[src/rtl/motor_step_scheduler.sv]
// ============================================================================
//  Module   : motor_step_scheduler
//  Shares one step-pulse timing engine between the theta and phi drivers.
//  Optional homing inputs are enabled with `define MOTOR_HOME_EN.
//  Revision : 1.0
// ============================================================================
`default_nettype none

module motor_step_scheduler #(
  parameter int CLK_DIV    = 50000,
  parameter int PULSE_W    = 100,
  parameter int SETTLE_CYC = 2000,
  parameter int THETA_MAX  = 180,
  parameter int PHI_MAX    = 360
) (
  input  logic        clk,
  input  logic        rst_n,
  input  logic [1:0]  req_theta_pos,
  input  logic [1:0]  req_theta_neg,
  input  logic [1:0]  req_phi_pos,
  input  logic [1:0]  req_phi_neg,
`ifdef MOTOR_HOME_EN
  input  logic        home_theta_n,
  input  logic        home_phi_n,
`endif
  output logic        step_theta,
  output logic        dir_theta,
  output logic        step_phi,
  output logic        dir_phi,
  output logic [15:0] theta_actual,
  output logic [15:0] phi_actual,
  output logic        busy,
  output logic        at_limit,
  output logic        conflict
);

  localparam int c_CNT_MAX = (CLK_DIV > SETTLE_CYC) ? CLK_DIV : SETTLE_CYC;
  localparam int c_CW      = (c_CNT_MAX > 1) ? $clog2(c_CNT_MAX) : 1;

  localparam logic [c_CW-1:0] c_SETTLE_LD = c_CW'(SETTLE_CYC - 1);
  localparam logic [c_CW-1:0] c_HI_LD     = c_CW'(PULSE_W - 1);
  localparam logic [c_CW-1:0] c_LO_LD     = c_CW'(CLK_DIV - PULSE_W - 1);
  localparam logic [15:0]     c_THETA_MAX = 16'(THETA_MAX);
  localparam logic [15:0]     c_PHI_TOP   = 16'(PHI_MAX - 1);

  typedef enum logic [1:0] {
    S_IDLE    = 2'd0,
    S_SETTLE  = 2'd1,
    S_STEP_HI = 2'd2,
    S_STEP_LO = 2'd3
  } state_t;

  state_t            r_state;
  state_t            w_next;
  logic [c_CW-1:0]   r_cnt;
  logic [c_CW-1:0]   w_load;
  // Axis encoding: 0 = theta, 1 = phi
  logic              r_gnt_axis;
  logic              r_gnt_dir;
  logic              r_last_axis;
  logic              r_last_dir;
  logic              r_dir_theta;
  logic              r_dir_phi;
  logic [15:0]       r_theta;
  logic [15:0]       r_phi;
  logic              r_at_limit;
  logic              r_conflict;

  logic w_home_theta;
  logic w_home_phi;
  logic w_tp, w_tn, w_pp, w_pn;
  logic w_theta_conf, w_phi_conf;
  logic w_theta_refuse;
  logic w_theta_valid, w_phi_valid;
  logic w_any;
  logic w_g_axis, w_g_dir, w_match;
  logic w_done;
  logic w_arb;
  logic w_enter_hi;
  logic w_step_axis, w_step_dir;
  logic [15:0] w_theta_nxt;
  logic [15:0] w_phi_nxt;

`ifdef MOTOR_HOME_EN
  logic [1:0] r_hth_sync;
  logic [1:0] r_hph_sync;

  always_ff @(posedge clk or negedge rst_n) begin
    if (!rst_n) begin
      r_hth_sync <= 2'b11;
      r_hph_sync <= 2'b11;
    end else begin
      r_hth_sync <= {r_hth_sync[0], home_theta_n};
      r_hph_sync <= {r_hph_sync[0], home_phi_n};
    end
  end

  assign w_home_theta = ~r_hth_sync[1];
  assign w_home_phi   = ~r_hph_sync[1];
`else
  assign w_home_theta = 1'b0;
  assign w_home_phi   = 1'b0;
`endif

  // Request qualification: only the exact code 2'b01 is a request
  assign w_tp = (req_theta_pos == 2'b01);
  assign w_tn = (req_theta_neg == 2'b01);
  assign w_pp = (req_phi_pos   == 2'b01);
  assign w_pn = (req_phi_neg   == 2'b01);

  assign w_theta_conf   = w_tp & w_tn;
  assign w_phi_conf     = w_pp & w_pn;
  assign w_theta_refuse = (w_tp & ~w_tn & (r_theta >= c_THETA_MAX)) |
                          (w_tn & ~w_tp & ((r_theta == 16'd0) | w_home_theta));
  assign w_theta_valid  = (w_tp ^ w_tn) & ~w_theta_refuse;
  assign w_phi_valid    = w_pp ^ w_pn;
  assign w_any          = w_theta_valid | w_phi_valid;

  // Round-robin: with both axes valid, the axis not stepped last wins
  assign w_g_axis = (w_theta_valid & w_phi_valid) ? ~r_last_axis : w_phi_valid;
  assign w_g_dir  = w_g_axis ? w_pp : w_tp;
  assign w_match  = (w_g_axis == r_last_axis) && (w_g_dir == r_last_dir);
  assign w_done   = (r_cnt == '0);

  always_comb begin
    w_next = r_state;
    w_arb  = 1'b0;
    case (r_state)
      S_IDLE: begin
        w_arb = 1'b1;
        if (w_any) w_next = w_match ? S_STEP_HI : S_SETTLE;
      end
      S_SETTLE: begin
        if (w_done) w_next = S_STEP_HI;
      end
      S_STEP_HI: begin
        if (w_done) w_next = S_STEP_LO;
      end
      S_STEP_LO: begin
        if (w_done) begin
          w_arb = 1'b1;
          if (w_any) w_next = w_match ? S_STEP_HI : S_SETTLE;
          else       w_next = S_IDLE;
        end
      end
      default: w_next = S_IDLE;
    endcase
  end

  always_comb begin
    w_load = '0;
    case (w_next)
      S_SETTLE:  w_load = c_SETTLE_LD;
      S_STEP_HI: w_load = c_HI_LD;
      S_STEP_LO: w_load = c_LO_LD;
      default:   w_load = '0;
    endcase
  end

  // A step entered from SETTLE uses the latched grant; otherwise it is granted this cycle
  assign w_enter_hi  = (w_next == S_STEP_HI) && (r_state != S_STEP_HI);
  assign w_step_axis = (r_state == S_SETTLE) ? r_gnt_axis : w_g_axis;
  assign w_step_dir  = (r_state == S_SETTLE) ? r_gnt_dir  : w_g_dir;

  always_comb begin
    w_theta_nxt = r_theta;
    if (w_step_dir) begin
      if (r_theta < c_THETA_MAX) w_theta_nxt = r_theta + 16'd1;
    end else begin
      if (r_theta != 16'd0) w_theta_nxt = r_theta - 16'd1;
    end
  end

  always_comb begin
    w_phi_nxt = r_phi;
    if (w_step_dir) w_phi_nxt = (r_phi >= c_PHI_TOP) ? 16'd0 : r_phi + 16'd1;
    else            w_phi_nxt = (r_phi == 16'd0) ? c_PHI_TOP : r_phi - 16'd1;
  end

  always_ff @(posedge clk or negedge rst_n) begin
    if (!rst_n) begin
      r_state     <= S_IDLE;
      r_cnt       <= '0;
      r_gnt_axis  <= 1'b0;
      r_gnt_dir   <= 1'b0;
      r_last_axis <= 1'b1;
      r_last_dir  <= 1'b0;
      r_dir_theta <= 1'b0;
      r_dir_phi   <= 1'b0;
      r_theta     <= 16'd0;
      r_phi       <= 16'd0;
      r_at_limit  <= 1'b0;
      r_conflict  <= 1'b0;
    end else begin
      r_state <= w_next;
      if (w_next != r_state) r_cnt <= w_load;
      else if (!w_done)      r_cnt <= r_cnt - 1'b1;

      r_at_limit <= w_arb & w_theta_refuse;
      r_conflict <= w_arb & (w_theta_conf | w_phi_conf);

      if (w_arb && w_any) begin
        r_gnt_axis  <= w_g_axis;
        r_gnt_dir   <= w_g_dir;
        r_last_axis <= w_g_axis;
        r_last_dir  <= w_g_dir;
        if (w_g_axis) r_dir_phi   <= w_g_dir;
        else          r_dir_theta <= w_g_dir;
      end

      // Homing overrides any step update in the same cycle
      if (w_home_theta)                    r_theta <= 16'd0;
      else if (w_enter_hi && !w_step_axis) r_theta <= w_theta_nxt;

      if (w_home_phi)                      r_phi <= 16'd0;
      else if (w_enter_hi && w_step_axis)  r_phi <= w_phi_nxt;
    end
  end

  assign step_theta   = (r_state == S_STEP_HI) && !r_gnt_axis;
  assign step_phi     = (r_state == S_STEP_HI) &&  r_gnt_axis;
  assign dir_theta    = r_dir_theta;
  assign dir_phi      = r_dir_phi;
  assign theta_actual = r_theta;
  assign phi_actual   = r_phi;
  assign busy         = (r_state != S_IDLE);
  assign at_limit     = r_at_limit;
  assign conflict     = r_conflict;

endmodule

`default_nettype wire
[config.mk]
export PLATFORM = sky130hd
export DESIGN_NAME = motor_step_scheduler
export DESIGN_NICKNAME = d
export VERILOG_FILES = /design/src/rtl/motor_step_scheduler.sv
export SDC_FILE = /design/constraint.sdc
export NUM_CORES = 1
export LEC_CHECK = 0
export CORE_ASPECT_RATIO = 0.8
export CORE_UTILIZATION = 57
export DETAILED_ROUTE_END_ITERATION = 6
export GPL_TIMING_DRIVEN = 0
export PLACE_DENSITY = 0.81
export SKIP_LAST_GASP = 1
export SLEW_MARGIN = 20
export SYNTH_ARGS = -nofsm -noshare
export SYNTH_HDL_FRONTEND = slang
export SYNTH_SLANG_ARGS = --single-unit
[constraint.sdc]
create_clock -name clk -period 6.42 [get_ports clk]
set_input_delay 0.963 -clock clk [delete_from_list [all_inputs] [get_ports clk]]
set_output_delay 0.963 -clock clk [all_outputs]
set_load 0.05 [all_outputs]
==> results of run 1 <==
Yosys cell counts, types with 4 or more instances:
cell type   n
dfrtp_1    56
nor2_1     51
nand2_1    49
o21ai_0    42
a21oi_1    33
ha_1       27
inv_1      21
nor3_1     18
xor2_1     15
nand3_1    14
xnor2_1    14
o31ai_1    11
or3_1      11
a21o_1      9
clkbuf_1    9
nand2b_1    9
nor2b_1     9
buf_2       8
a211oi_1    7
and2_1      7
nor4_1      7
o211ai_1    6
a31oi_1     5
mux2i_1     5
a21boi_0    4
a32oi_1     4
and3_1      4
or4_1       4
area by class of cell:
class	instances	area [sq um]	share of cell area [%]
clock inverter	6	82.6	1.61
timing repair buffer	50	505	9.88
buffer	21	96.3	1.88
sequential	57	1430	27.9
multi-input combinational	411	2680	52.4
inverter	22	86.3	1.69
tap	87	109	2.13
clock buffer	10	128	2.50
repair_timing:
item	4_1_cts	5_1_grt
resized for setup	0	2
setup buffers	0	1
endpoints found under the setup margin	0	1
power by group through the flow:
stage	Sequential, mW	Combinational, mW	Clock (mW)
2_1_floorplan	0.366	0.0546	0
3_3_place_gp	0.366	0.0779	0
3_5_place_dp	0.366	0.0822	0
4_1_cts	0.359	0.0827	0.378
5_1_grt	0.359	0.0954	0.390
6_report	0.359	0.0848	0.372
layer usage:
metal / track usage, % / vias to the layer above / routed length (microns)
li1: - / 1971 / -
met1: 39.6 / 1982 / 4760
met2: 46.2 / 160 / 5050
met3: 6.30 / 19 / 666
met4: 9.40 / 0 / 144
met5: 0 / - / 0
worst max path at each step:
stage	from	to	slack, ps	cells after the start
6_report	req_theta_pos[0]	theta_actual[15]	520	20
5_1_grt	req_theta_pos[0]	theta_actual[15]	30	20
4_1_cts	req_theta_pos[0]	theta_actual[15]	160	20
3_5_place_dp	req_theta_pos[0]	theta_actual[15]	-190	20
3_3_place_gp	req_theta_pos[0]	theta_actual[15]	-80	20
2_1_floorplan	req_theta_pos[0]	theta_actual[15]	1130	19
kinds of logic (layout without fill, tap and decap cells):
| logic type | count (synthesis) | count (layout) | synth area share (%) |
|---|---|---|---|
| and+or+nand+nor | 199 | 199 | 23.6 |
| AOI/OAI and AO/OA | 149 | 149 | 23.1 |
| muxes | 6 | 6 | 1.43 |
| xor gates and xnor gates | 29 | 29 | 5.94 |
| buffers and inverters | 43 | 109 | 4.18 |
| adders and majority gates | 28 | 28 | 8.36 |
| DFF | 57 | 57 | 33.4 |
registers in the layout, summed over array words and instances (netlist names):
register      cells
r_cnt            16
dir_phi           1
theta_actual     16
r_last_axis       1
at_limit          1
conflict          1
dir_theta         1
r_gnt_axis        1
phi_actual       16
r_state           2
r_last_dir        1
layout by cell type (no fill, tap or decap), types with 15 or more instances in the layout:
master,n
a21oi_1,33
clkdlybuf4s50_1,47
dfrtp_1,56
ha_1,27
inv_1,20
nand2_1,49
nor2_1,51
nor3_1,18
o21ai_0,42
xor2_1,15
stage by stage:
stage,worst slack [ps],std cells,area (sq um)
final,522,664,5110
after detailed placement,-193,647,4890
after CTS,158,663,5100
after global placement,-81.0,646,4870
after floorplan,1130,511,4280
after global routing,30.9,664,5110
critical path: stages:
cell and delay [ps]:
clkdlybuf4s50_1 450, nor2b_1 330, inv_1 150, ha_1 250, a2111oi_2 320, buf_2 290, a21o_1 180, a211o_1 200
buf_2 270, clkinvlp_4 260, ha_1 400, or3_1 380, o211ai_1 140, o311ai_0 260, o41ai_2 400, o211ai_1 200
o21ai_0 220, a21oi_1 90, nor3_1 230, xor2_1 170
==> qor.yml, run 1 <==
sta:
  worst_pin_slew_ps: 669
  final.setup.tns_ps: 0
  fin_crit_sh_pct: 91.9
  hold_viol: 0
  setup_viol: 0
  max-slew-margin-rel_pct: 55.0
  rsz0062_at_grt: "no"
  post-route-min-period_ps: 5900
  skew_ps: 8.40
  holdWs_ps: 485
  slew_violations: 0
  timing.fmax_mhz: 170
finish:
  fillers: 557
  fin_util_pct: 72.4
  drive_above_1_share_pct: 7.80
  syn_to_final_growth_pct: 19.5
  nets: 610
  n_antenna_cell: 0
worst_setup_path:
  start_kind: "input port"
  worstPathRequired_ps: 6690
  reg2regPathDepth: 18
  arrival_ps: 6170
  r2r-start: "theta_actual[11]"
  crit_fanout: 10
  r2r_end: "theta_actual[15]"
  crit_type: "input port to register"
  r2r_slack_ps: 920
  end_kind: "register"
drt:
  first_pass_iters: 4
  vias: 4132
  wl_microns: 10600
  drtAntennaViolNets: 0
  viasPerCell: 6.22
  avgRoutedWirePerCell_microns: 16.0
  drc_errors: 0
  drt_iter0_drc: 343
power:
  p_sw_share_pct: 25.5
  peakVddDrop_v: 0.0000970
  finalPower_mw: 0.816
  power_frac_comb_pct: 10.4
  intPower_mw: 0.608
  switchingPower_mw: 0.208
  power.density_nw_per_um2: 159
  p_leak_nw: 2.25
  seq_power_share_pct: 44.0
  clockPowerShare_pct: 45.6
yosys:
  synth-main-ff-cell: "dfrtp_1"
  syn_area_sq_um: 4280
  yosysWarnings: 0
  asyncSetResetFlopFracSynth_pct: 100
  synth_cells: 511
  synth_edf_count: 0
  yosysSeqAreaShare_pct: 33.4
  syn_nets: 549
  ys_ff_latch: 57
  synth.avg_cell_area_sq_um: 8.37
  yosys.area.top_type: "dfrtp_1"
  synthTopCellsByArea: "dfrtp_1 33%, ha_1 7.9%, o21ai_0 4.9%"
  ys_types: 69
  synth_top_area_share_pct: 32.7
die:
  start_util_pct: 60.6
  num_rows: 27
  die_w_microns: 98.9
  die-height_microns: 79.5
  design.core.area_sq_um: 7060
  ioPinCount: 49
  die_area_sq_um: 7860
clock_tree:
  cts_tree: "yes"
  clk_pin_slew_ps: 70
  root_buffer: "clkbuf_8"
  clkSinkCount: 57
  hold_buffers: 0
  cts-buffers-inserted: 9
  cts_buffer_depth: 2
  clock_latency_ps: 340
  h-tree-depth: 3
placement:
  gp_congestion: 0.964
  io_buffers: 48
  hpwl_microns: 7550
global_routing:
  overflow: 0
  grtUsageTotal_pct: 29.1
  grt_pass1_wl_microns: 18300
  grt_start_max_net_pins: 39
  antenna_found_initial: 0
  grt_pass1_vias: 3911
outcome:
  outcome: "finished, final reports clean"
worst_hold_path:
  min_to: "dir_phi"
  hold_start: "dir_phi"
  min_path_type: "register to register"
  hold_depth: 2
job:
  cap_viol_max_count: 0
Power figures use the tool's default switching activity.
==> run 2: changes to the inputs <==
Settings changed: CORE_UTILIZATION 57 to 50, HOLD_SLACK_MARGIN set to 0.05, PLACE_DENSITY 0.81 to 0.72.
==> qor.yml, run 2 (same netlist as run 1, synthesis figures left out) <==
power:
  power.density_nw_per_um2: 161  # was 159 nW/um^2
  p_leak_nw: 2.27  # was 2.25 nW
  peakVddDrop_v: 0.0000971  # was 0.0000970 V
  finalPower_mw: 0.836  # was 0.816 mW
drt:
  drtAntennaViolNets: 0  # unchanged
  first_pass_iters: 4  # unchanged
  viasPerCell: 5.88  # was 6.22
  drc_errors: 0  # unchanged
  wl_microns: 10900  # was 10600 microns
  drt_iter0_drc: 219  # was 343
  vias: 4047  # was 4132
  avgRoutedWirePerCell_microns: 15.8  # was 16.0 microns
worst_hold_path:
  min_path_type: "register to register"  # unchanged
  hold_depth: 2  # unchanged
finish:
  multi_input_area_sq_um: 2680  # unchanged
  fin_util_pct: 63.8  # was 72.4%
  nets: 613  # was 610
  final_common_cell: "dfrtp_1"  # unchanged
  final_area_sq_um: 5180  # was 5110 sq um
  finalNonFillerCells: 688  # was 664
  fillers: 702  # was 557
  regArea_sq_um: 1430  # unchanged
  drive_above_1_share_pct: 8.45  # was 7.80%
  final_cell_mix: "56 x dfrtp_1, 51 x nor2_1, 49 x nand2_1, 47 x clkdlybuf4s50_1, 42 x o21ai_0"  # unchanged
  n_antenna_cell: 0  # unchanged
  syn_to_final_growth_pct: 21.1  # was 19.5%
sta:
  timing.final.ws_setup_ps: 579  # was 522 ps
  setup_viol: 0  # unchanged
  max-slew-margin-rel_pct: 53.6  # was 55.0%
  post-route-min-period_ps: 5840  # was 5900 ps
  worst_pin_slew_ps: 679  # was 669 ps
  hold_viol: 0  # unchanged
  skew_ps: 12.2  # was 8.40 ps
  fin_crit_sh_pct: 91.0  # was 91.9%
  slew_violations: 0  # unchanged
  final.setup.tns_ps: 0  # unchanged
  holdWs_ps: 481  # was 485 ps
  rsz0062_at_grt: "no"  # unchanged
  timing.fmax_mhz: 171  # was 170 MHz
die:
  die-height_microns: 84.7  # was 79.5 microns
  num_rows: 29  # was 27
  die_area_sq_um: 8930  # was 7860 sq um
  design.core.area_sq_um: 8130  # was 7060 sq um
  ioPinCount: 49  # unchanged
  start_util_pct: 52.6  # was 60.6%
  die_w_microns: 105  # was 98.9 microns
clock_tree:
  cts_buffer_depth: 2  # unchanged
  cts_tree: "yes"  # unchanged
  root_buffer: "clkbuf_8"  # unchanged
  cts-buffers-inserted: 9  # unchanged
  hold_buffers: 0  # unchanged
  clk_pin_slew_ps: 70  # about the same
  h-tree-depth: 3  # unchanged
  clkSinkCount: 57  # unchanged
  clock_latency_ps: 340  # about the same
outcome:
  outcome: "finished, final reports clean"  # unchanged
worst_setup_path:
  arrival_ps: 6100  # was 6170 ps
  end_kind: "register"  # unchanged
  path_cells: "clkdlybuf4s50_1, nor2b_1, inv_1, ha_1, a2111oi_2, buf_2, a21o_1, a211o_1, buf_2, clkinvlp_4, ha_1, or3_1, o211ai_1, o311ai_1, o41ai_2, o211ai_1, o21ai_0, a21oi_1, nor3_1, xor2_1"  # was clkdlybuf4s50_1, nor2b_1, inv_1, ha_1, a2111oi_2, buf_2, a21o_1, a211o_1, buf_2, clkinvlp_4, ha_1, or3_1, o211ai_1, o311ai_0, o41ai_2, o211ai_1, o21ai_0, a21oi_1, nor3_1, xor2_1
  reg2regPathDepth: 18  # unchanged
  cp_slowest_cell: "clkdlybuf4s50_1"  # unchanged
  start_kind: "input port"  # unchanged
  crit_type: "input port to register"  # unchanged
  worstPathRequired_ps: 6680  # was 6690 ps
  cp_slowest_stage_delay_ps: 450  # about the same
  crit_fanout: 10  # unchanged
placement:
  place_area_sq_um: 4910  # was 4890 sq um
  pre_cts_slack_ps: -238  # was -193 ps
  placedCellCount: 668  # was 647
  hpwl_microns: 7650  # was 7550 microns
  gp_congestion: 0.896  # was 0.964
  io_buffers: 48  # unchanged
job:
  cap_viol_max_count: 0  # unchanged
global_routing:
  grt_start_max_net_pins: 40  # was 39
  overflow: 0  # unchanged
  grtUsageTotal_pct: 25.1  # was 29.1%
  antenna_found_initial: 0  # unchanged
  grt_pass1_vias: 3850  # was 3911
  grt_pass1_wl_microns: 18000  # was 18300 microns
==> run 2: final timing paths <==
check | startpoint | end | slack, ps
max | req_theta_pos[0] | theta_actual[15] | 580
min | dir_phi | dir_phi | 480
max reg2reg | theta_actual[15] | theta_actual[15] | 1000
min reg2reg | dir_phi | dir_phi | 480
max in group asynchronous | rst_n | phi_actual[10] | 5430
min in group asynchronous | rst_n | r_cnt[12] | 490
==> run 2: where the power goes <==
part	internal, mW	leakage [nW]	switching [mW]
combinational	0.0344	1.42	0.0545
sequential	0.359	0.737	0
clock	0.238	0.115	0.150
total	0.632	2.27	0.205
==> run 2: what timing repair did <==
action / 4_1_cts / 5_1_grt
setup buffers: 0 / 4
resized for setup: 0 / 3
setup endpoints to repair: 0 / 1
==> run 2: area by class of cell <==
class / count / area share, %
multi-input cells: 411 / 51.7
plain buffers: 21 / 1.86
well taps: 108 / 2.61
flip-flops and latches: 57 / 27.5
repair buffers: 53 / 10.2
inverters: 22 / 1.67
clock buffers: 11 / 2.92
clock inverters: 5 / 1.50
==> run 2: worst max-delay path, delay by kind of cell <==
kind,cells,cell delay [ps]
AOI/OAI and AO/OA,9,1960
xor gates and xnor gates,1,160
adders and majority gates,2,640
buffers and inverters,5,1450
and+or+nand+nor,3,910
==> run 2: per-layer routing <==
layer | global-route usage [%] | part of all wire (%) | vias to the layer above
li1 | - | - | 1991
met1 | 34.0 | 48 | 1944
met2 | 40.6 | 46 | 96
met3 | 5.51 | 4.0 | 16
met4 | 6.53 | 1.4 | 0
met5 | 0 | 0 | -
==> run 3: changes to the inputs <==
Settings changed: CORE_UTILIZATION 50 to 57, PLACE_DENSITY 0.72 to not set, PLACE_DENSITY_LB_ADDON set to 0.08.
==> qor.yml, run 3 (same netlist as run 1, synthesis figures left out) <==
clock_tree:
  clkSinkCount: 57  # unchanged
  cts_tree: "yes"  # unchanged
  cts-buffers-inserted: 9  # unchanged
  root_buffer: "clkbuf_8"  # unchanged
  postCtsSetupRepairBufs: 0  # unchanged
  clk_pin_slew_ps: 70  # about the same
  h-tree-depth: 3  # unchanged
  cts_buffer_depth: 2  # unchanged
  clock_latency_ps: 340  # about the same
finish:
  finalNonFillerCells: 663  # was 688
  final_common_cell: "dfrtp_1"  # unchanged
  syn_to_final_growth_pct: 20.1  # was 21.1%
  nets: 609  # was 613
  drive_above_1_share_pct: 7.81  # was 8.45%
  final_area_sq_um: 5140  # was 5180 sq um
  final_cell_mix: "56 x dfrtp_1, 51 x nor2_1, 49 x nand2_1, 47 x clkdlybuf4s50_1, 42 x o21ai_0"  # unchanged
  n_antenna_cell: 0  # unchanged
  fin_util_pct: 72.8  # was 63.8%
  fillers: 567  # was 702
global_routing:
  overflow: 0  # unchanged
  grt_start_max_net_pins: 35  # was 40
  grt_pass1_vias: 3851  # was 3850
  grt_pass1_wl_microns: 17900  # was 18000 microns
  antenna_found_initial: 0  # unchanged
  grtUsageTotal_pct: 28.6  # was 25.1%
sta:
  timing.fmax_mhz: 167  # was 171 MHz
  setup_viol: 0  # unchanged
  holdWs_ps: 481  # about the same
  slew_violations: 0  # unchanged
  max-slew-margin-rel_pct: 53.8  # was 53.6%
  rsz0062_at_grt: "no"  # unchanged
  worst_pin_slew_ps: 686  # was 679 ps
  fin_crit_sh_pct: 93.2  # was 91.0%
  post-route-min-period_ps: 5980  # was 5840 ps
  skew_ps: 12.6  # was 12.2 ps
  hold_viol: 0  # unchanged
worst_hold_path:
  min_path_type: "register to register"  # unchanged
  hold_start: "dir_phi"  # unchanged
drt:
  drt_iter0_drc: 264  # was 219
  first_pass_iters: 5  # was 4
  drc_errors: 0  # unchanged
  viasPerCell: 6.15  # was 5.88
  drtAntennaViolNets: 0  # unchanged
  vias: 4078  # was 4047
  avgRoutedWirePerCell_microns: 15.9  # was 15.8 microns
  wl_microns: 10600  # was 10900 microns
worst_setup_path:
  cp_slowest_stage_delay_ps: 460  # was 450 ps
  path_cells: "clkdlybuf4s50_1, nor2b_1, inv_1, ha_1, a2111oi_2, buf_2, a21o_1, a211o_1, buf_2, clkinvlp_4, ha_1, or3_1, o211ai_1, o311ai_1, o41ai_2, o211ai_1, o21ai_0, a21oi_1, nor3_1, xor2_1"  # unchanged
  worstPathRequired_ps: 6690  # was 6680 ps
  crit_start: "req_theta_pos[0]"  # unchanged
  crit_type: "input port to register"  # unchanged
  arrival_ps: 6250  # was 6100 ps
  crit_buf_inv: 5  # unchanged
  end_kind: "register"  # unchanged
  start_kind: "input port"  # unchanged
  crit_fanout: 17  # was 10
  cp_top_family: "compound AO/OA/AOI/OAI gates"  # unchanged
  r2r-start: "theta_actual[11]"  # was theta_actual[15]
  cp_slowest_cell: "ha_1"  # was clkdlybuf4s50_1
outcome:
  outcome: "finished, final reports clean"  # unchanged
die:
  die-height_microns: 79.5  # was 84.7 microns
  design.core.area_sq_um: 7060  # was 8130 sq um
  ioPinCount: 49  # unchanged
  start_util_pct: 60.6  # was 52.6%
  die_w_microns: 98.9  # was 105 microns
  die_area_sq_um: 7860  # was 8930 sq um
  num_rows: 27  # was 29
job:
  cap_viol_max_count: 0  # unchanged
placement:
  gp_congestion: 0.913  # was 0.896
  placedCellCount: 647  # was 668
  place_area_sq_um: 4890  # was 4910 sq um
  io_buffers: 48  # unchanged
  hpwl_microns: 7400  # was 7650 microns
power:
  peakVddDrop_v: 0.000135  # was 0.0000971 V
  p_leak_nw: 2.25  # was 2.27 nW
  finalPower_mw: 0.859  # was 0.836 mW
  power.density_nw_per_um2: 167  # was 161 nW/um^2
[run 3: layer usage]
layer  wire [microns]  GRT usage, %
met5                0             0
met4              109          8.96
met3              610          5.60
met2             4940          46.3
met1             4910          38.6
[run 3: power breakdown]
| group | switching (mW) | internal (mW) |
|---|---|---|
| clock | 0.159 | 0.258 |
| combinational | 0.0515 | 0.0315 |
| sequential | 0 | 0.359 |
[run 3: what timing repair did]
| item | 4_1_cts | 5_1_grt |
|---|---|---|
| gates resized for setup | 0 | 3 |
| hold buffers | 0 | 0 |
| endpoints found under the setup margin | 0 | 1 |
[run 3: tightest hold or removal path: cells and delay by family, from the launching register on]
family,cells,cell delay [ps]
DFF,1,350
AOI/OAI and AO/OA,1,60
and+or+nand+nor,1,40
[run 3: final cells by class]
type	instances	area [sq um]	share of cell area, %
timing repair buffer	49	498	9.69
buffer	21	96.3	1.87
clock inverter	7	119	2.31
sequential	57	1430	27.8
clock buffer	9	124	2.41
inverter	22	86.3	1.68
multi-input combinational	411	2680	52.1
tap	87	109	2.12
[run 3: path summary, 6_finish.rpt]
kind | endpoint | slack (ps) | cells past startpoint
setup / recovery | theta_actual[15] | 440 | 20
hold / removal | dir_phi | 480 | 2
setup reg to reg | theta_actual[15] | 830 | 18
hold reg to reg | dir_phi | 480 | 2
max in group asynchronous | r_cnt[0] | 5390 | 2
min in group asynchronous | r_cnt[12] | 520 | 1
[run 3: metrics by stage]
stage          setup TNS (ps)  setup slack [ps]
5_1_grt                     0              9.24
6_report                    0               438
3_5_place_dp             -205              -205
3_3_place_gp            -84.2             -84.2
2_1_floorplan               0              1130
4_1_cts                     0               163
